[config.mk]
export PLATFORM = sky130hd
export DESIGN_NAME = apb_protocol_monitor_flat
export DESIGN_NICKNAME = d
export VERILOG_FILES = /design/src/rtl/apb_protocol_monitor_pkg.sv /design/src/rtl/apb_protocol_monitor_if.sv /design/src/rtl/apb_protocol_monitor_watchdog.sv /design/src/rtl/apb_protocol_monitor.sv /design/src/flat_wrapper.sv
export SDC_FILE = /design/constraint.sdc
export NUM_CORES = 1
export LEC_CHECK = 0
export BUFFER_PORTS_ARGS = -buffer_cell sky130_fd_sc_hd__buf_2
export CAP_MARGIN = 20
export CORE_ASPECT_RATIO = 0.75
export CORE_MARGIN = 1.5
export CORE_UTILIZATION = 44
export CTS_CLUSTER_DIAMETER = 30
export DETAILED_ROUTE_END_ITERATION = 8
export PLACE_DENSITY = 0.77
export SYNTH_ARGS = -nofsm -noshare
export SYNTH_HDL_FRONTEND = slang
export SYNTH_SLANG_ARGS = --single-unit
export TNS_END_PERCENT = 10
[constraint.sdc]
create_clock -name PCLK -period 2.7 [get_ports PCLK]
set_clock_uncertainty 0.05 [all_clocks]
set_input_delay 0.135 -clock PCLK [delete_from_list [all_inputs] [get_ports PCLK]]
set_output_delay 0.135 -clock PCLK [all_outputs]
set_load 0.05 [all_outputs]
[src/rtl/apb_protocol_monitor_pkg.sv]
// Shared types for the APB protocol monitor: rule codes, FSM states and
// the priority encoder used for first-error capture.
package apb_protocol_monitor_pkg;

  localparam int APB_MON_RULES = 8;

  typedef enum logic [2:0] {
    APB_PSEL_DROP  = 3'd0,
    APB_PSEL_MULTI = 3'd1,
    APB_PEN_SETUP  = 3'd2,
    APB_PEN_ACCESS = 3'd3,
    APB_UNSTABLE   = 3'd4,
    APB_RD_STRB    = 3'd5,
    APB_WATCHDOG   = 3'd6,
    APB_PEN_IDLE   = 3'd7
  } apb_mon_rule_t;

  typedef enum logic {
    APB_MON_IDLE   = 1'b0,
    APB_MON_ACCESS = 1'b1
  } apb_mon_state_t;

  // Lowest set index wins when several rules fire in the same cycle.
  function automatic apb_mon_rule_t first_rule(input logic [APB_MON_RULES-1:0] hits);
    first_rule = APB_PSEL_DROP;
    for (int i = APB_MON_RULES - 1; i >= 0; i--) begin
      if (hits[i]) first_rule = apb_mon_rule_t'(i[2:0]);
    end
  endfunction

endpackage

[src/rtl/apb_protocol_monitor_if.sv]
// APB3/APB4 bus bundle; the monitor uses the all-input monitor modport.
interface apb_protocol_monitor_if #(
  parameter int NUM_PSEL   = 4,
  parameter int PADDR_SIZE = 32,
  parameter int PDATA_SIZE = 32
);
  logic [NUM_PSEL-1:0]     PSEL;
  logic                    PENABLE;
  logic [PADDR_SIZE-1:0]   PADDR;
  logic                    PWRITE;
  logic [PDATA_SIZE/8-1:0] PSTRB;
  logic [2:0]              PPROT;
  logic [PDATA_SIZE-1:0]   PWDATA;
  logic                    PREADY;
  logic                    PSLVERR;

  modport master (
    output PSEL, PENABLE, PADDR, PWRITE, PSTRB, PPROT, PWDATA,
    input  PREADY, PSLVERR
  );

  modport slave (
    input  PSEL, PENABLE, PADDR, PWRITE, PSTRB, PPROT, PWDATA,
    output PREADY, PSLVERR
  );

  modport monitor (
    input PSEL, PENABLE, PADDR, PWRITE, PSTRB, PPROT, PWDATA, PREADY, PSLVERR
  );
endinterface

[src/rtl/apb_protocol_monitor_watchdog.sv]
// Wait-state counter: counts enabled cycles, pulses tc_o on the cycle the
// count reaches TIMEOUT, then holds there until cleared.
module apb_monitor_watchdog #(
  parameter int TIMEOUT = 128
) (
  input  logic clk_i,
  input  logic rst_i,
  input  logic clr_i,
  input  logic en_i,
  output logic tc_o
);
  localparam int CW = $clog2(TIMEOUT + 1);

  logic [CW-1:0] cnt_q, cnt_d;

  always_comb begin
    cnt_d = cnt_q;
    tc_o  = 1'b0;
    if (clr_i) begin
      cnt_d = '0;
    end else if (en_i && (cnt_q != CW'(TIMEOUT))) begin
      cnt_d = cnt_q + CW'(1);
      tc_o  = (cnt_q == CW'(TIMEOUT - 1));
    end
  end

  always_ff @(posedge clk_i) begin
    if (rst_i) cnt_q <= '0;
    else       cnt_q <= cnt_d;
  end
endmodule

[src/rtl/apb_protocol_monitor.sv]
// Passive APB3/APB4 protocol monitor: per-rule sticky flags, saturating
// counters, first-error capture and a registered interrupt.
//   state      | meaning
//   IDLE       | expecting no transfer or a setup cycle (|PSEL)
//   ACCESS     | inside access phase, waiting for PREADY
module apb_protocol_monitor
  import apb_protocol_monitor_pkg::*;
#(
  parameter int         NUM_PSEL         = 4,
  parameter int         PADDR_SIZE       = 32,
  parameter int         PDATA_SIZE       = 32,
  parameter bit         CHECK_PSTRB      = 1'b1,
  parameter bit         CHECK_PPROT      = 1'b1,
  parameter int         WATCHDOG_TIMEOUT = 128,
  parameter int         CNT_SIZE         = 16,
  parameter logic [7:0] IRQ_MASK         = 8'hFF
) (
  input  logic                  PCLK,
  input  logic                  PRESET,
  apb_protocol_monitor_if.monitor bus,
  input  logic                  clr,
  output logic [7:0]            err_flags,
  output logic [CNT_SIZE-1:0]   err_cnt,
  output logic [CNT_SIZE-1:0]   xfer_cnt,
  output logic [CNT_SIZE-1:0]   slverr_cnt,
  output logic [2:0]            first_err_code,
  output logic [PADDR_SIZE-1:0] first_err_addr,
  output logic                  first_err_valid,
  output logic                  irq
);
  localparam int STRB_SIZE = PDATA_SIZE / 8;

  apb_mon_state_t state_q, state_d;

  logic [NUM_PSEL-1:0]   psel_q;
  logic [PADDR_SIZE-1:0] addr_q;
  logic                  write_q;
  logic [STRB_SIZE-1:0]  strb_q;
  logic [2:0]            prot_q;
  logic [PDATA_SIZE-1:0] wdata_q;

  logic [APB_MON_RULES-1:0] flags_q, flags_d, hit;
  logic [CNT_SIZE-1:0]      err_cnt_q, err_cnt_d;
  logic [CNT_SIZE-1:0]      xfer_cnt_q, xfer_cnt_d;
  logic [CNT_SIZE-1:0]      slverr_cnt_q, slverr_cnt_d;
  logic [2:0]               code_q, code_d;
  logic [PADDR_SIZE-1:0]    faddr_q, faddr_d;
  logic                     fvalid_q, fvalid_d;
  logic                     irq_q, irq_d;

  logic in_setup, in_access, xfer_done, wd_tc;

  function automatic logic [CNT_SIZE-1:0] sat_inc(input logic [CNT_SIZE-1:0] v,
                                                  input logic inc);
    return (inc && (v != '1)) ? v + CNT_SIZE'(1) : v;
  endfunction

  assign in_setup  = (state_q == APB_MON_IDLE) && (|bus.PSEL);
  assign in_access = (state_q == APB_MON_ACCESS);
  assign xfer_done = in_access && bus.PENABLE && bus.PREADY;

  generate
    if (WATCHDOG_TIMEOUT != 0) begin : g_wd
      apb_monitor_watchdog #(.TIMEOUT(WATCHDOG_TIMEOUT)) u_wd (
        .clk_i (PCLK),
        .rst_i (PRESET),
        .clr_i (state_q == APB_MON_IDLE),
        .en_i  (in_access && !bus.PREADY),
        .tc_o  (wd_tc)
      );
    end else begin : g_no_wd
      assign wd_tc = 1'b0;
    end
  endgenerate

  always_comb begin
    hit = '0;
    hit[APB_PSEL_DROP]  = in_access && (bus.PSEL != psel_q);
    hit[APB_PSEL_MULTI] = ($countones(bus.PSEL) > 1);
    hit[APB_PEN_SETUP]  = in_setup && bus.PENABLE;
    hit[APB_PEN_ACCESS] = in_access && !bus.PENABLE;
    hit[APB_UNSTABLE]   = in_access &&
                          ((bus.PADDR != addr_q) || (bus.PWRITE != write_q) ||
                           (write_q && (bus.PWDATA != wdata_q)) ||
                           (CHECK_PSTRB && (bus.PSTRB != strb_q)) ||
                           (CHECK_PPROT && (bus.PPROT != prot_q)));
    hit[APB_RD_STRB]    = CHECK_PSTRB && in_setup && !bus.PWRITE && (bus.PSTRB != '0);
    hit[APB_WATCHDOG]   = wd_tc;
    hit[APB_PEN_IDLE]   = bus.PENABLE && (bus.PSEL == '0);
  end

  // A dropped PSEL aborts the transfer so it cannot cascade into more errors.
  always_comb begin
    state_d = state_q;
    case (state_q)
      APB_MON_IDLE:   if (|bus.PSEL) state_d = APB_MON_ACCESS;
      APB_MON_ACCESS: if (hit[APB_PSEL_DROP] || bus.PREADY) state_d = APB_MON_IDLE;
      default:        state_d = APB_MON_IDLE;
    endcase
  end

  // clr and a new violation in the same cycle: clear first, then set.
  always_comb begin
    flags_d      = (clr ? '0 : flags_q) | hit;
    err_cnt_d    = sat_inc(clr ? '0 : err_cnt_q, |hit);
    xfer_cnt_d   = sat_inc(clr ? '0 : xfer_cnt_q, xfer_done);
    slverr_cnt_d = sat_inc(clr ? '0 : slverr_cnt_q, xfer_done && bus.PSLVERR);
    fvalid_d     = clr ? 1'b0 : fvalid_q;
    code_d       = clr ? 3'd0 : code_q;
    faddr_d      = clr ? '0 : faddr_q;
    if (!fvalid_d && (|hit)) begin
      fvalid_d = 1'b1;
      code_d   = first_rule(hit);
      faddr_d  = bus.PADDR;
    end
    irq_d = |(flags_d & IRQ_MASK);
  end

  always_ff @(posedge PCLK) begin
    if (PRESET) begin
      state_q      <= APB_MON_IDLE;
      psel_q       <= '0;
      addr_q       <= '0;
      write_q      <= 1'b0;
      strb_q       <= '0;
      prot_q       <= '0;
      wdata_q      <= '0;
      flags_q      <= '0;
      err_cnt_q    <= '0;
      xfer_cnt_q   <= '0;
      slverr_cnt_q <= '0;
      code_q       <= '0;
      faddr_q      <= '0;
      fvalid_q     <= 1'b0;
      irq_q        <= 1'b0;
    end else begin
      state_q <= state_d;
      if (in_setup) begin
        psel_q  <= bus.PSEL;
        addr_q  <= bus.PADDR;
        write_q <= bus.PWRITE;
        strb_q  <= bus.PSTRB;
        prot_q  <= bus.PPROT;
        wdata_q <= bus.PWDATA;
      end
      flags_q      <= flags_d;
      err_cnt_q    <= err_cnt_d;
      xfer_cnt_q   <= xfer_cnt_d;
      slverr_cnt_q <= slverr_cnt_d;
      code_q       <= code_d;
      faddr_q      <= faddr_d;
      fvalid_q     <= fvalid_d;
      irq_q        <= irq_d;
    end
  end

  assign err_flags       = flags_q;
  assign err_cnt         = err_cnt_q;
  assign xfer_cnt        = xfer_cnt_q;
  assign slverr_cnt      = slverr_cnt_q;
  assign first_err_code  = code_q;
  assign first_err_addr  = faddr_q;
  assign first_err_valid = fvalid_q;
  assign irq             = irq_q;
endmodule

[src/flat_wrapper.sv]
// flat-port wrapper written by rule: the top's interface ports become plain ports
module apb_protocol_monitor_flat import apb_protocol_monitor_pkg::*;
#(
  parameter int         NUM_PSEL         = 4,
  parameter int         PADDR_SIZE       = 32,
  parameter int         PDATA_SIZE       = 32,
  parameter bit         CHECK_PSTRB      = 1'b1,
  parameter bit         CHECK_PPROT      = 1'b1,
  parameter int         WATCHDOG_TIMEOUT = 128,
  parameter int         CNT_SIZE         = 16,
  parameter logic [7:0] IRQ_MASK         = 8'hFF
)
  (PCLK, PRESET, clr, err_flags, err_cnt, xfer_cnt, slverr_cnt, first_err_code, first_err_addr, first_err_valid, irq, bus_PSEL, bus_PENABLE, bus_PADDR, bus_PWRITE, bus_PSTRB, bus_PPROT, bus_PWDATA, bus_PREADY, bus_PSLVERR);
  apb_protocol_monitor_if #(.NUM_PSEL(NUM_PSEL), .PADDR_SIZE(PADDR_SIZE), .PDATA_SIZE(PDATA_SIZE)) bus_i ();
  input  logic PCLK;
  input  logic PRESET;
  input  logic clr;
  output logic [7:0] err_flags;
  output logic [CNT_SIZE-1:0] err_cnt;
  output logic [CNT_SIZE-1:0] xfer_cnt;
  output logic [CNT_SIZE-1:0] slverr_cnt;
  output logic [2:0] first_err_code;
  output logic [PADDR_SIZE-1:0] first_err_addr;
  output logic first_err_valid;
  output logic irq;
  input wire logic [$bits(bus_i.PSEL)-1:0] bus_PSEL;
  input wire logic [$bits(bus_i.PENABLE)-1:0] bus_PENABLE;
  input wire logic [$bits(bus_i.PADDR)-1:0] bus_PADDR;
  input wire logic [$bits(bus_i.PWRITE)-1:0] bus_PWRITE;
  input wire logic [$bits(bus_i.PSTRB)-1:0] bus_PSTRB;
  input wire logic [$bits(bus_i.PPROT)-1:0] bus_PPROT;
  input wire logic [$bits(bus_i.PWDATA)-1:0] bus_PWDATA;
  input wire logic [$bits(bus_i.PREADY)-1:0] bus_PREADY;
  input wire logic [$bits(bus_i.PSLVERR)-1:0] bus_PSLVERR;
  assign bus_i.PSEL = bus_PSEL;
  assign bus_i.PENABLE = bus_PENABLE;
  assign bus_i.PADDR = bus_PADDR;
  assign bus_i.PWRITE = bus_PWRITE;
  assign bus_i.PSTRB = bus_PSTRB;
  assign bus_i.PPROT = bus_PPROT;
  assign bus_i.PWDATA = bus_PWDATA;
  assign bus_i.PREADY = bus_PREADY;
  assign bus_i.PSLVERR = bus_PSLVERR;
  apb_protocol_monitor #(.NUM_PSEL(NUM_PSEL), .PADDR_SIZE(PADDR_SIZE), .PDATA_SIZE(PDATA_SIZE), .CHECK_PSTRB(CHECK_PSTRB), .CHECK_PPROT(CHECK_PPROT), .WATCHDOG_TIMEOUT(WATCHDOG_TIMEOUT), .CNT_SIZE(CNT_SIZE), .IRQ_MASK(IRQ_MASK)) u_core (.PCLK(PCLK), .PRESET(PRESET), .bus(bus_i), .clr(clr), .err_flags(err_flags), .err_cnt(err_cnt), .xfer_cnt(xfer_cnt), .slverr_cnt(slverr_cnt), .first_err_code(first_err_code), .first_err_addr(first_err_addr), .first_err_valid(first_err_valid), .irq(irq));
endmodule
=== Word level (Yosys, flattened, before mapping) ===
Cells that the tools add are included.
W data, S select, Z words.

* Register bits after elaboration: 178
* Input port bits: 82
* Output and inout bits: 93

* Add/sub/neg operators: 7
* Order comparisons: 1
* Equal/unequal tests: 11
* Mux-type cells: 26
* Bitwise logic cells: 2
* Reductions and logical operators: 34

{| class="wikitable"
|+ Operators by type and width
! cell !! number
|-
| $mux W16 || 6
|-
| $mux W32 || 2
|-
| $ne A32 B32 Y1 || 2
|-
| $add A16 B1 Y16 const B || 3
|-
| $ne A16 B16 Y1 const B || 3
|-
| $add A32 B32 Y32 || 1
|-
| $gt A32 B2 Y1 const B || 1
|-
| $mux W3 || 10
|-
| $logic_and A1 B1 Y1 || 18
|-
| $reduce_or A8 Y1 || 2
|-
| $add A8 B1 Y8 const B || 1
|-
| $eq A8 B7 Y1 const B || 1
|-
| $mux W8 || 1
|-
| $ne A4 B4 Y1 || 2
|-
| $ne A8 B8 Y1 const B || 1
|-
| $or A8 B8 Y8 || 1
|-
| $mux W1 || 6
|-
| $logic_or A1 B1 Y1 || 5
|-
| $add A1 B1 Y2 || 2
|-
| $logic_not A1 Y1 || 4
|-
| $logic_not A4 Y1 || 1
|-
| $reduce_bool A4 Y1 || 1
|-
| $reduce_or A4 Y1 || 1
|-
| $ne A3 B3 Y1 || 1
|-
| 5 further kinds || 5
|}

=== Depth between registers and ports, before layout ===
Gate-level depths: netlist (run 1).

* Word-level depth: 13
* Depth in mapped cells: 13

=== Hierarchy ===
A second synthesis (run 1) with hierarchy kept.

* Cell total of the unflattened synthesis: 1007
* Area total of the unflattened synthesis: 8124.0 um^2

{| class="wikitable"
|+ Modules (own cells, without submodules)
! module !! times used !! cells each !! area each (um^2) !! sequential area each (um^2)
|-
| apb_protocol_monitor || 1 || 959 || 7713.6 || 3403.3
|-
| apb_monitor_watchdog || 1 || 48 || 410.4 || 160.2
|}

=== Worst setup path before layout (run 1) ===
OpenSTA, ideal clock, no wires.

* Kind: flip-flop to flip-flop
* Start: register u_core.err_cnt_q[0], in the netlist u_core.err_cnt[0]
* End: register u_core.err_cnt_q[8], in the netlist u_core.err_cnt[8]
* Data arrival time: 2.759 ns
* Required time: 2.591 ns
* Setup slack: -0.168 ns
* Stages on the path, launching flop included: 11
* Cell sequence: dfxtp_1 -> nor2b_1 -> ha_1 -> nand3_1 -> nor4b_4 -> and4_1 -> nand3_2 -> inv_1 -> a21oi_4 -> a2111oi_2 -> a31o_1

* Longest elaborated chain between the ends: 4
* Elaborated cells on any way between the ends: 5
* Classes of those cells: add/sub: 1; eq/ne: 1; mux: 2; reduce/logical: 1

{| class="wikitable"
|+ Ends and longest elaborated chain
! item !! RTL line !! source
|-
| start, declared || apb_protocol_monitor.sv:43 || <nowiki>logic [CNT_SIZE-1:0] err_cnt_q, err_cnt_d;</nowiki>
|-
| start signal, assigned || apb_protocol_monitor.sv:147 || <nowiki>err_cnt_q <= err_cnt_d;</nowiki>
|-
| $mux W16 (*) || apb_protocol_monitor.sv:105 || <nowiki>err_cnt_d = sat_inc(clr ? '0 : err_cnt_q, |hit);</nowiki>
|-
| parallel branches: the longest is 2 deep, another holds $add A16 B1 Y16 || n/a ||
|-
| $mux W16 (*) || apb_protocol_monitor.sv:55 || <nowiki>return (inc && (v != '1)) ? v + CNT_SIZE'(1) : v;</nowiki>
|}

Mark *: on every way between the ends.
A chain may end at the register's enable or synchronous reset.

=== Final worst setup path (run 1) ===
* Start: input bus_PADDR[8]
* End: register u_core.faddr_q[11], in the netlist u_core.first_err_addr[11]

* Longest elaborated chain between the ends: 9
* Elaborated cells on any way between the ends: 10
* Classes of those cells: eq/ne: 1; mux: 1; reduce/logical: 8

{| class="wikitable"
|+ Ends and longest elaborated chain
! item !! RTL line !! source
|-
| start, declared || flat_wrapper.sv:28 || <nowiki>input wire logic [$bits(bus_i.PADDR)-1:0] bus_PADDR;</nowiki>
|-
| $ne A32 B32 Y1 (*) || apb_protocol_monitor.sv:83 || <nowiki>((bus.PADDR != addr_q) || (bus.PWRITE != write_q) ||</nowiki>
|-
| $logic_or A1 B1 Y1 (*) (2 in series) || apb_protocol_monitor.sv:83 ||
|-
| $logic_or A1 B1 Y1 (*) || apb_protocol_monitor.sv:84 || <nowiki>(write_q && (bus.PWDATA != wdata_q)) ||</nowiki>
|-
| $logic_or A1 B1 Y1 (*) || apb_protocol_monitor.sv:85 || <nowiki>(CHECK_PSTRB && (bus.PSTRB != strb_q)) ||</nowiki>
|-
| $logic_and A1 B1 Y1 (*) || apb_protocol_monitor.sv:82 || <nowiki>hit[APB_UNSTABLE] = in_access &&</nowiki>
|-
| $reduce_or A8 Y1 (*) || apb_protocol_monitor.sv:111 || <nowiki>if (!fvalid_d && (|hit)) begin</nowiki>
|-
| $logic_and A1 B1 Y1 (*) || apb_protocol_monitor.sv:111 ||
|-
| $mux W32 or $reduce_bool A2 Y1 (tied branches) || n/a ||
|-
| end signal, assigned || apb_protocol_monitor.sv:151 || <nowiki>faddr_q <= faddr_d;</nowiki>
|-
| end, declared || apb_protocol_monitor.sv:47 || <nowiki>logic [PADDR_SIZE-1:0] faddr_q, faddr_d;</nowiki>
|}

Every way passes the cells marked *; elsewhere a longest branch is shown, timed or not.

==> metrics.md, run 1 <==
| Metric | Value |
|---|---|
| Utilization after layout | `59.4%` |
| Total Power | `6.68 mW` |
| Worst slack, placed | `0.0798 ns` |
| Final Hold Viols | `0` |
| Initial core utilization | `44.8%` |
| Row cnt | `43` |
| Die ar. | `19,600 sq um` |
| Synth async-reset ratio | `0%` |
| R2r worst-path depth | `11` |
| Boundary Pins | `175` |
| CP Max Fanout | `65` |
| FMAX | `0.389 GHz` |
| Slew Limit Headroom | `44.3%` |
| Post-route minimum period | `2.57 ns` |
| CTS tree | `done` |
| Post-route DRC | `0` |
| Status | `completed` |
| Final cell count without fillers | `1,502` |
| Leak | `4.42 nW` |
| Warning count from the yosys run | `0` |
| Post-synth EDFFs | `0` |
| I/O Buffers | `174` |
| CTS Buffer Depth | `2` |
| GP Congestion | `0.820` |
| Chip Width | `161 um` |
| Vias | `7,668` |
| Total GRT Usage | `22.6%` |
| Vias in the first global route | `7,122` |
| Slowest CP cell | `dlygate4sd3_1` |
| Hold Path Cell Cnt | `3` |
| H-tree depth | `4` |
| Pwr Density | `611 nW/um^2` |
| Setup_tns | `0 ns` |
| Initial antenna violation count | `1` |
| Launch point of the worst reg-to-reg path | `u_core.addr_q[3]$_SDFFE_PP0N_` |
| Clk pin slew, worst setup/hold paths | `0.07 ns` |
| Fraction of layout cells with a size suffix above 1 | `21.4%` |
| Placeable Area | `18,400 sq um` |
| Sequential Area | `3570 sq um` |
| # Max-Cap Violations | `0` |
| Worst VDD drop | `0.376 mV` |
| Initial drt markers | `517` |
| FF+latch count, synth | `178` |
| Multi-input logic area | `4470 sq um` |
| Mapped Nets | `1,088` |
| Placed Area | `9490 sq um` |
| Clk root buf | `clkbuf_16` |
| Final setup fails | `0` |
| Cell count after placement | `1,390` |
| Synth Flop Type | `dfxtp_1` |
| Final period util | `95.3%` |
| Wire per inst | `14.7 um` |
| Crit path cell chain | `dlygate4sd3_1 > buf_2 > xnor2_1 > nand4_1 > nor4_4 > nand4_1 > o21ai_4 > buf_12 > a21oi_4 > buf_12 > nand3b_1 > o21ai_0` |
| CP arrival | `2.82 ns` |
| Crit. End Element | `flop` |
| # clock sinks | `178` |
| CP max stage delay | `0.54 ns` |
| Crit Path Category | `input pin to flop` |
| CTS Buf Count | `17` |
| Critical Path Source Type | `input pin` |
| Crit path buffers/inverters | `4` |
| Gr ovfl total | `0` |
| R2r setup slk | `0.22 ns` |
| First-pass GRT wire length | `35.6 mm` |
| Layout filler cell count | `1,604` |
| Hold Path Sink | `u_core.err_flags[2]$_SDFF_PP0_` |
| Worst hold-check path type | `input pin to flop` |
| Worst r2r dst | `u_core.first_err_addr[11]$_SDFFE_PP0P_` |
| # nets final | `1,333` |
| Synth Area per Inst | `8.28 sq um` |
| Worst skew pair latency | `0.43 ns` |
| Final Max Tran Viols | `0` |
| Post-Syn Area | `8250 sq um` |
| Worst path required time | `2.95 ns` |
| Post-Layout Inst Area | `10,900 sq um` |
| Post-Route WL | `22.2 mm` |
| Hold_ws | `0.0254 ns` |
| Post-route setup slack | `0.128 ns` |
| Vias per std cell | `5.11` |
| Pre-antenna DRT Iters | `5` |
| Die Y-Extent | `122 um` |
| DRT antenna net count | `0` |
| Synth cell types | `61` |
| Mapped Cells | `996` |
| Worst slew pin tran | `0.836 ns` |
| Register area share after synthesis | `43.2%` |
| Area growth syn-to-layout | `32.4%` |
| CP delay by family, top | `buffers and inverters` |
| Largest net degree at the start of global routing | `110` |
| Detailed Place HPWL | `14.6 mm` |
| HP Start | `bus_PENABLE` |
-- report_power, final --
group          internal (mW)  total, mW  leakage, nW  switching (mW)
clock network           1.47       2.57        0.295            1.10
logic                  0.456       1.22         2.67           0.763
registers               2.79       2.89         1.46           0.100
-- worst reg2reg max path, stage by stage, from the launching register on --
cell and delay, ns:
dfxtp_1 0.35, xnor2_1 0.12, buf_4 0.15, nand4_1 0.11, nor4_2 0.31, nand4_1 0.27
o21ai_4 0.31, buf_12 0.16, a21oi_4 0.06, buf_12 0.20, nand3b_1 0.15, o21ai_0 0.10
-- cells by family (layout without fill, tap and decap cells) --
kind of cell / Yosys count / after routing / synth area share [%]
xor gates and xnor gates: 116 / 116 / 12.3
and+or+nand+nor: 439 / 439 / 26.0
muxes: 5 / 5 / 0.622
buffers and inverters: 73 / 330 / 3.60
AOI/OAI and AO/OA: 175 / 175 / 12.6
adders and majority gates: 10 / 10 / 1.61
other: 0 / 2 / 0
DFF: 178 / 178 / 43.2
-- state kept, by name, indices dropped and copies added, names as in the netlist --
register and flops:
u_core.err_cnt 16, u_core.wdata_q 32, u_core.first_err_valid 1, u_core.slverr_cnt 16, u_core.in_access 1, u_core.prot_q 3, u_core.strb_q 4, u_core.xfer_cnt 16
u_core.err_flags 8, u_core.write_q 1, u_core.addr_q 32, u_core.first_err_addr 32, u_core.irq 1, u_core.psel_q 4, u_core.first_err_code 3, u_core.g_wd.u_wd.cnt_q 8
-- cell usage after synthesis, types with 10 or more instances --
| cell | number | area (sq um) |
|---|---|---|
| a21oi_1 | 98 | 490 |
| buf_1 | 10 | 37.5 |
| clkbuf_1 | 36 | 135 |
| dfxtp_1 | 178 | 3560 |
| inv_1 | 19 | 71.3 |
| nand2_1 | 223 | 837 |
| nand3_1 | 20 | 100 |
| nand3b_1 | 34 | 255 |
| nand4_1 | 26 | 163 |
| nor2_1 | 63 | 236 |
| nor2b_1 | 17 | 106 |
| o21ai_0 | 44 | 220 |
| xnor2_1 | 85 | 744 |
| xor2_1 | 31 | 272 |
-- timing repair --
action                                  in CTS  in global routing
hold buffers                                77                  0
gates resized for setup                      0                  9
buffers inserted                             0                  2
endpoints found under the setup margin       0                 45
endpoints found under the hold margin      112                  0
-- cell usage in the layout, fill, tap and decap left out, types with 4 or more instances in the layout --
cell             n
a21oi_1         97
or3_1            7
inv_6            4
nand2b_1         4
and3_1           6
o211ai_1         6
xnor2_1         84
dfxtp_1        176
o21ai_0         44
buf_4           27
and2_1           5
nand3b_1        34
dlygate4sd3_1   77
buf_2          173
nor4_1           4
inv_1           18
xor2_1          31
nor2b_1         16
ha_1             8
mux2i_1          4
nand4_1         26
nor2_1          62
clkbuf_16       17
nand3_1         19
nor4_2           4
nand2_1        223
-- area by class of cell --
class / instances / share of cell area [%]
tap: 247 / 2.83
sequential: 178 / 32.7
multi-input combinational: 745 / 40.9
clock buffer: 17 / 3.89
timing repair buffer: 280 / 17.4
clock inverter: 14 / 1.60
antenna: 2 / 0.0458
inverter: 19 / 0.653
-- worst max-delay path by stage --
stage / start / end / slack [ns] / depth (start not counted)
2_1_floorplan: clr / u_core.err_cnt[8]$_SDFF_PP0_ / 0.02 / 13
3_3_place_gp: bus_PSEL[0] / u_core.err_cnt[6]$_SDFF_PP0_ / 0.14 / 11
3_5_place_dp: bus_PSEL[0] / u_core.err_cnt[6]$_SDFF_PP0_ / 0.08 / 11
4_1_cts: bus_PWDATA[5] / u_core.first_err_addr[11]$_SDFFE_PP0P_ / 0.04 / 12
5_1_grt: bus_PADDR[8] / u_core.first_err_addr[13]$_SDFFE_PP0P_ / -0.02 / 12
6_report: bus_PADDR[8] / u_core.first_err_addr[11]$_SDFFE_PP0P_ / 0.13 / 12
-- layer usage --
layer	GRT usage, %	part of all wire (%)	wire [um]	vias up
met1	30.6	47	10400	3590
li1	-	-	-	3849
met4	6.31	1.2	263	0
met3	5.92	6.0	1330	24
met2	35.7	46	10100	205
met5	0	0	0	-
No activity file was read; power rests on OpenSTA's default activity.
==> run 2, diff against run 1 <==
Settings changed: CTS_BUF_LIST set to sky130_fd_sc_hd__clkbuf_4 sky130_fd_sc_hd__clkbuf_8.
==> run 2 against run 1 <==
Non-clock buffer count grew 1; combinational power hardly changed; count of clock-buffer cells in the layout is the same; cell area down 1.7%; die area did not move; clock power down 25%; worst setup slack worse by 0.058 ns; critical path depth is 1 higher; flip-flop and latch count is the same; register-to-register slack worse by 0.02 ns; wire length shrank 0.96%; critical endpoint is now u_core.err_cnt[4]$_SDFF_PP0_.
==> metrics.md, run 2 (synthesized netlist as in run 1, its figures left out) <==
| Metric | Value |
|---|---|
| # nets final | `1,334` |
| CTS tree | `done` |
| Vias per std cell | `5.05` |
| Critical Path Source Type | `input pin` |
| CP max stage delay | `0.54 ns` |
| R2r setup slk | `0.20 ns` |
| Die Y-Extent | `122 um` |
| Detailed Place HPWL | `14.6 mm` |
| GP Congestion | `0.820` |
| Initial core utilization | `44.8%` |
| Hold_ws | `0.0394 ns` |
| First-pass GRT wire length | `35.5 mm` |
| Worst path required time | `3.04 ns` |
| Pre-antenna DRT Iters | `5` |
| Utilization after layout | `58.4%` |
| Cell count after placement | `1,390` |
| Placeable Area | `18,400 sq um` |
| CTS Buf Count | `17` |
| Commonest non-fill, non-tap cells in the layout | `223 x nand2_1, 176 x dfxtp_1, 171 x buf_2` |
| Diode count | `0` |
| Crit Path Category | `input pin to flop` |
| Final period util | `97.4%` |
| Largest net degree at the start of global routing | `110` |
| Most frequent cell on the critical path | `nor2_1` |
| Worst slew pin tran | `0.813 ns` |
| Total GRT Usage | `22.6%` |
| I/O Buffers | `174` |
| Crit. End Element | `flop` |
| Row cnt | `43` |
| Post-route DRC | `0` |
| FMAX | `0.380 GHz` |
| Clk root buf | `clkbuf_8` |
| Worst skew pair latency | `0.45 ns` |
| Crit path cell chain | `dlygate4sd3_1 > buf_2 > inv_1 > ha_1 > and2_1 > fa_1 > nor2_1 > nand4_1 > nand2b_4 > nor2_1 > buf_4 > or4_1 > nand2_1` |
| Fraction of layout cells with a size suffix above 1 | `21.3%` |
| Clk pin slew, worst setup/hold paths | `0.09 ns` |
| Final Hold Viols | `0` |
| Leak | `4.34 nW` |
| Wire per inst | `14.6 um` |
| Worst VDD drop | `0.311 mV` |
| Met1 usage | `30.9%` |
| Worst r2r dst | `u_core.err_cnt[5]$_SDFF_PP0_` |
| CP delay by family, top | `simple AND/OR/NAND/NOR gates` |
| Pwr Density | `562 nW/um^2` |
| DRT antenna net count | `0` |
| Setup_tns | `0 ns` |
| Layout filler cell count | `1,633` |
| Vias | `7,579` |
| Launch point of the worst reg-to-reg path | `u_core.err_cnt[0]$_SDFF_PP0_` |
| R2r worst-path depth | `10` |
| Final cell count without fillers | `1,501` |
| Post-Route WL | `21.9 mm` |
| # clock sinks | `178` |
| Area growth syn-to-layout | `30.2%` |
| Met2 Resource Use GR | `35.8%` |
| Final Max Tran Viols | `0` |
| Slew Limit Headroom | `45.8%` |
| Setup crit start | `bus_PSEL[1]` |
| Final setup fails | `0` |
| Gr ovfl total | `0` |
| CP Max Fanout | `9` |
| # Max-Cap Violations | `0` |
| Die ar. | `19,600 sq um` |
| Initial drt markers | `454` |
| GRT met3 Usage | `5.58%` |
| Slowest CP cell | `dlygate4sd3_1` |
| Busiest grt layer | `met2` |
| Critical Path End | `u_core.err_cnt[4]$_SDFF_PP0_` |
| Boundary Pins | `175` |
| CP arrival | `2.97 ns` |
| Crit path buffers/inverters | `4` |
| H-tree depth | `4` |
| Post-route minimum period | `2.63 ns` |
| Stages on worst setup path | `13` |
| Leading cell type in the layout, fill and taps excluded | `nand2_1` |
| Vias in the first global route | `7,091` |
| Chip Width | `161 um` |
| Status | `completed` |
| Initial antenna violation count | `0` |
| CTS Buffer Depth | `2` |
| Worst hold-check path type | `input pin to flop` |
[run 2: cell types whose count changed in the layout (fill, tap and decap cells not counted), moves of 2 or more]
cell       before  now
buf_2         173  171
clkbuf_8        0   17
clkbuf_16      17    0
diode_2         2    0
[run 2: worst min path at each step]
stage                                       to  depth (start not counted)      startpoint  slack (ns)
4_1_cts           u_core.err_cnt[1]$_SDFF_PP0_                          4             clr        0.01
3_5_place_dp   u_core.wdata_q[15]$_SDFFE_PP0N_                          3  bus_PWDATA[15]        0.35
2_1_floorplan   u_core.addr_q[13]$_SDFFE_PP0N_                          2   bus_PADDR[13]        0.22
3_3_place_gp   u_core.wdata_q[24]$_SDFFE_PP0N_                          3  bus_PWDATA[24]        0.34
5_1_grt           u_core.err_cnt[1]$_SDFF_PP0_                          4             clr        0.01
6_report          u_core.err_cnt[1]$_SDFF_PP0_                          4             clr        0.04
[run 2: routing by layer]
metal | part of all wire (%) | wire length [um]
met3 | 4.9 | 1070
met2 | 46 | 10100
met1 | 48 | 10500
met4 | 1.2 | 253
met5 | 0 | 0
[run 2: power breakdown]
group | switching (mW) | internal, mW | leakage (nW)
combinational | 0.762 | 0.460 | 2.67
sequential | 0.0987 | 2.79 | 1.46
clock | 1.01 | 0.924 | 0.208
total | 1.87 | 4.17 | 4.34
[run 2: repair_timing]
action | CTS | global route
endpoints found under the setup margin | 0 | 46
hold buffers | 78 | 0
buffers inserted | 0 | 2
endpoints found under the hold margin | 113 | 0
resized for setup | 0 | 10
[run 2: area by class of cell]
| type | count | area (sq um) | share of cell area, % |
|---|---|---|---|
| well taps | 247 | 309 | 2.88 |
| clock buffers | 17 | 234 | 2.18 |
| clock inverters | 14 | 175 | 1.63 |
| repair buffers | 281 | 1920 | 17.9 |
| inverters | 19 | 71.3 | 0.664 |
| flip-flops and latches | 178 | 3570 | 33.2 |
| multi-input cells | 745 | 4460 | 41.6 |
[run 2: worst register-to-register path, stage by stage, from the launching register on]
cell and delay [ns]:
dfxtp_4 0.36, nor2b_1 0.18, ha_2 0.26, nand3_2 0.12, nor4b_4 0.30, and4_4 0.29
nand3_2 0.18, inv_2 0.14, a21oi_4 0.08, a2111oi_2 0.37, a31o_1 0.13
[run 2: stage by stage]
step                power, mW  cell area [sq um]  worst slack (ns)
floorplan                3.71               8270            0.0218
global placement         4.03               9490             0.142
detailed placement       4.05               9490            0.0798
CTS                      6.06              10700          0.000560
global route             6.35              10700           -0.0120
finish                   6.04              10700            0.0699
==> run 3, diff against run 2 <==
Settings changed: CORE_ASPECT_RATIO 0.75 to 2.
==> run 3 against run 2 <==
Clock power about the same; register-to-register slack lost 0.05 ns; maximum frequency grew 1.3%; worst setup slack improved by 0.034 ns; core utilization hardly changed; total power shrank 0.10%; sequential power is essentially flat; cell area is 0.47% lower; non-clock buffer count decreased by 1; die area rose by 0.21%; critical path type unchanged; largest power group unchanged.
==> metrics.md, run 3 (synthesized netlist as in run 1, its figures left out) <==
| Metric | Value |
|---|---|
| Status | `completed` |
| Total GRT Usage | `23.4%` |
| # nets final | `1,333` |
| Worst path required time | `3.06 ns` |
| Stages on worst setup path | `11` |
| Final Hold Viols | `0` |
| Setup_tns | `0 ns` |
| Die ar. | `19,600 sq um` |
| GP Congestion | `0.896` |
| Worst hold-check path type | `input pin to flop` |
| Area growth syn-to-layout | `29.6%` |
| CP arrival | `2.96 ns` |
| Final cell count without fillers | `1,470` |
| Layout filler cell count | `1,575` |
| CTS Buf Count | `17` |
| FMAX | `0.385 GHz` |
| DRT antenna net count | `0` |
| Vias per std cell | `5.27` |
| Slowest CP cell | `dlygate4sd3_1` |
| I/O Buffers | `174` |
| Pwr Density | `565 nW/um^2` |
| Worst slack, placed | `0.0194 ns` |
| Largest net degree at the start of global routing | `142` |
| Final period util | `96.2%` |
| Post-route minimum period | `2.60 ns` |
| # clock sinks | `178` |
| Chip Width | `99.8 um` |
| Die Y-Extent | `197 um` |
| Leak | `4.32 nW` |
| CP delay by family, top | `buffers and inverters` |
| CP Max Fanout | `7` |
| Placeable Area | `18,300 sq um` |
| Vias | `7,754` |
| Pre-antenna DRT Iters | `5` |
| Initial drt markers | `297` |
| Worst skew pair latency | `0.48 ns` |
| Crit path cell chain | `buf_2 > dlygate4sd3_1 > buf_4 > ha_1 > fa_1 > nor2_2 > nand4_1 > nor2b_4 > a21oi_4 > a2111oi_4 > a31o_1` |
| CTS tree | `done` |
| H-tree depth | `4` |
| Crit path buffers/inverters | `3` |
| Final setup fails | `0` |
| Critical Path Source Type | `input pin` |
| Diode count | `0` |
| Post-route setup slack | `0.104 ns` |
| Clk pin slew, worst setup/hold paths | `0.10 ns` |
| Initial core utilization | `45.1%` |
| # Max-Cap Violations | `0` |
| CP max stage delay | `0.55 ns` |
| Commonest non-fill, non-tap cells in the layout | `223 x nand2_1, 176 x dfxtp_1, 173 x buf_2` |
| Clk root buf | `clkbuf_8` |
| Worst VDD drop | `0.544 mV` |
| Gr ovfl total | `0` |
| Post-Route WL | `22.9 mm` |
| R2r worst-path depth | `10` |
| Initial antenna violation count | `0` |
| Wire per inst | `15.6 um` |
| Final Max Tran Viols | `0` |
| Leading cell type in the layout, fill and taps excluded | `nand2_1` |
| Hold Path Cell Cnt | `4` |
| Row cnt | `70` |
| Slew Limit Headroom | `46.3%` |
| Post-route DRC | `0` |
| Vias in the first global route | `7,663` |
| Crit. End Element | `flop` |
| Fraction of layout cells with a size suffix above 1 | `21.1%` |
| Boundary Pins | `175` |
| Cell count after placement | `1,358` |
| Unrepaired setup endpoints after global routing | `false` |
| Crit Path Category | `input pin to flop` |
| Worst slew pin tran | `0.806 ns` |
| CTS Buffer Depth | `2` |
| First-pass GRT wire length | `36.7 mm` |
| Detailed Place HPWL | `15.7 mm` |
## run 3: worst min-delay path: cells and delay by family
kind                   cells  cell delay (ns)
AND/OR/NAND/NOR            2             0.11
buffers and inverters      1             0.15
multiplexers               1             0.13
## run 3: final cells by class
cell class,count,area (sq um),area share [%]
multi-input cells,745,4460,41.7
flip-flops and latches,178,3570,33.4
repair buffers,280,1900,17.8
well taps,216,270,2.53
clock buffers,18,248,2.32
clock inverters,14,168,1.57
inverters,19,71.3,0.667
## run 3: routing by layer
layer / track usage (%) / wire [um] / share of wire (%) / vias up
li1: - / - / - / 3831
met1: 24.3 / 8590 / 38 / 3653
met2: 44.4 / 12600 / 55 / 213
met3: 4.11 / 841 / 3.7 / 57
met4: 11.0 / 825 / 3.6 / 0
met5: 0 / 0 / 0 / -
## run 3: per-stage QoR
stage | power (mW) | hold slack (ns) | util [%] | instance area [sq um]
finish | 6.04 | 0.0348 | 58.4 | 10700
global route | 6.29 | 0.0721 | 58.4 | 10700
floorplan | 3.71 | 0.221 | - | 8270
detailed placement | 4.06 | 0.351 | 51.6 | 9450
global placement | 4.03 | 0.344 | 51.6 | 9450
CTS | 6.07 | 0.0212 | 58.2 | 10700
## run 3: path summary, 6_finish.rpt
| path | from | endpoint | slack, ns |
|---|---|---|---|
| max | bus_PSEL[0] | u_core.err_cnt[8]$_SDFF_PP0_ | 0.10 |
| max reg2reg | u_core.err_cnt[0]$_SDFF_PP0_ | u_core.err_cnt[8]$_SDFF_PP0_ | 0.15 |
| min reg2reg | u_core.first_err_addr[9]$_SDFFE_PP0P_ | u_core.first_err_addr[9]$_SDFFE_PP0P_ | 0.41 |
| min | clr | u_core.err_cnt[1]$_SDFF_PP0_ | 0.03 |
## run 3: repair_timing
action                     in CTS  in global routing
hold endpoints to repair      122                  0
hold buffers                   79                  0
setup buffers                   0                  1
setup endpoints to repair       0                  4
resized for setup               0                  5
## run 3: power by group
group	internal [mW]	leakage, nW	switching (mW)
combinational	0.454	2.65	0.759
sequential	2.79	1.46	0.106
clock	0.879	0.210	1.05
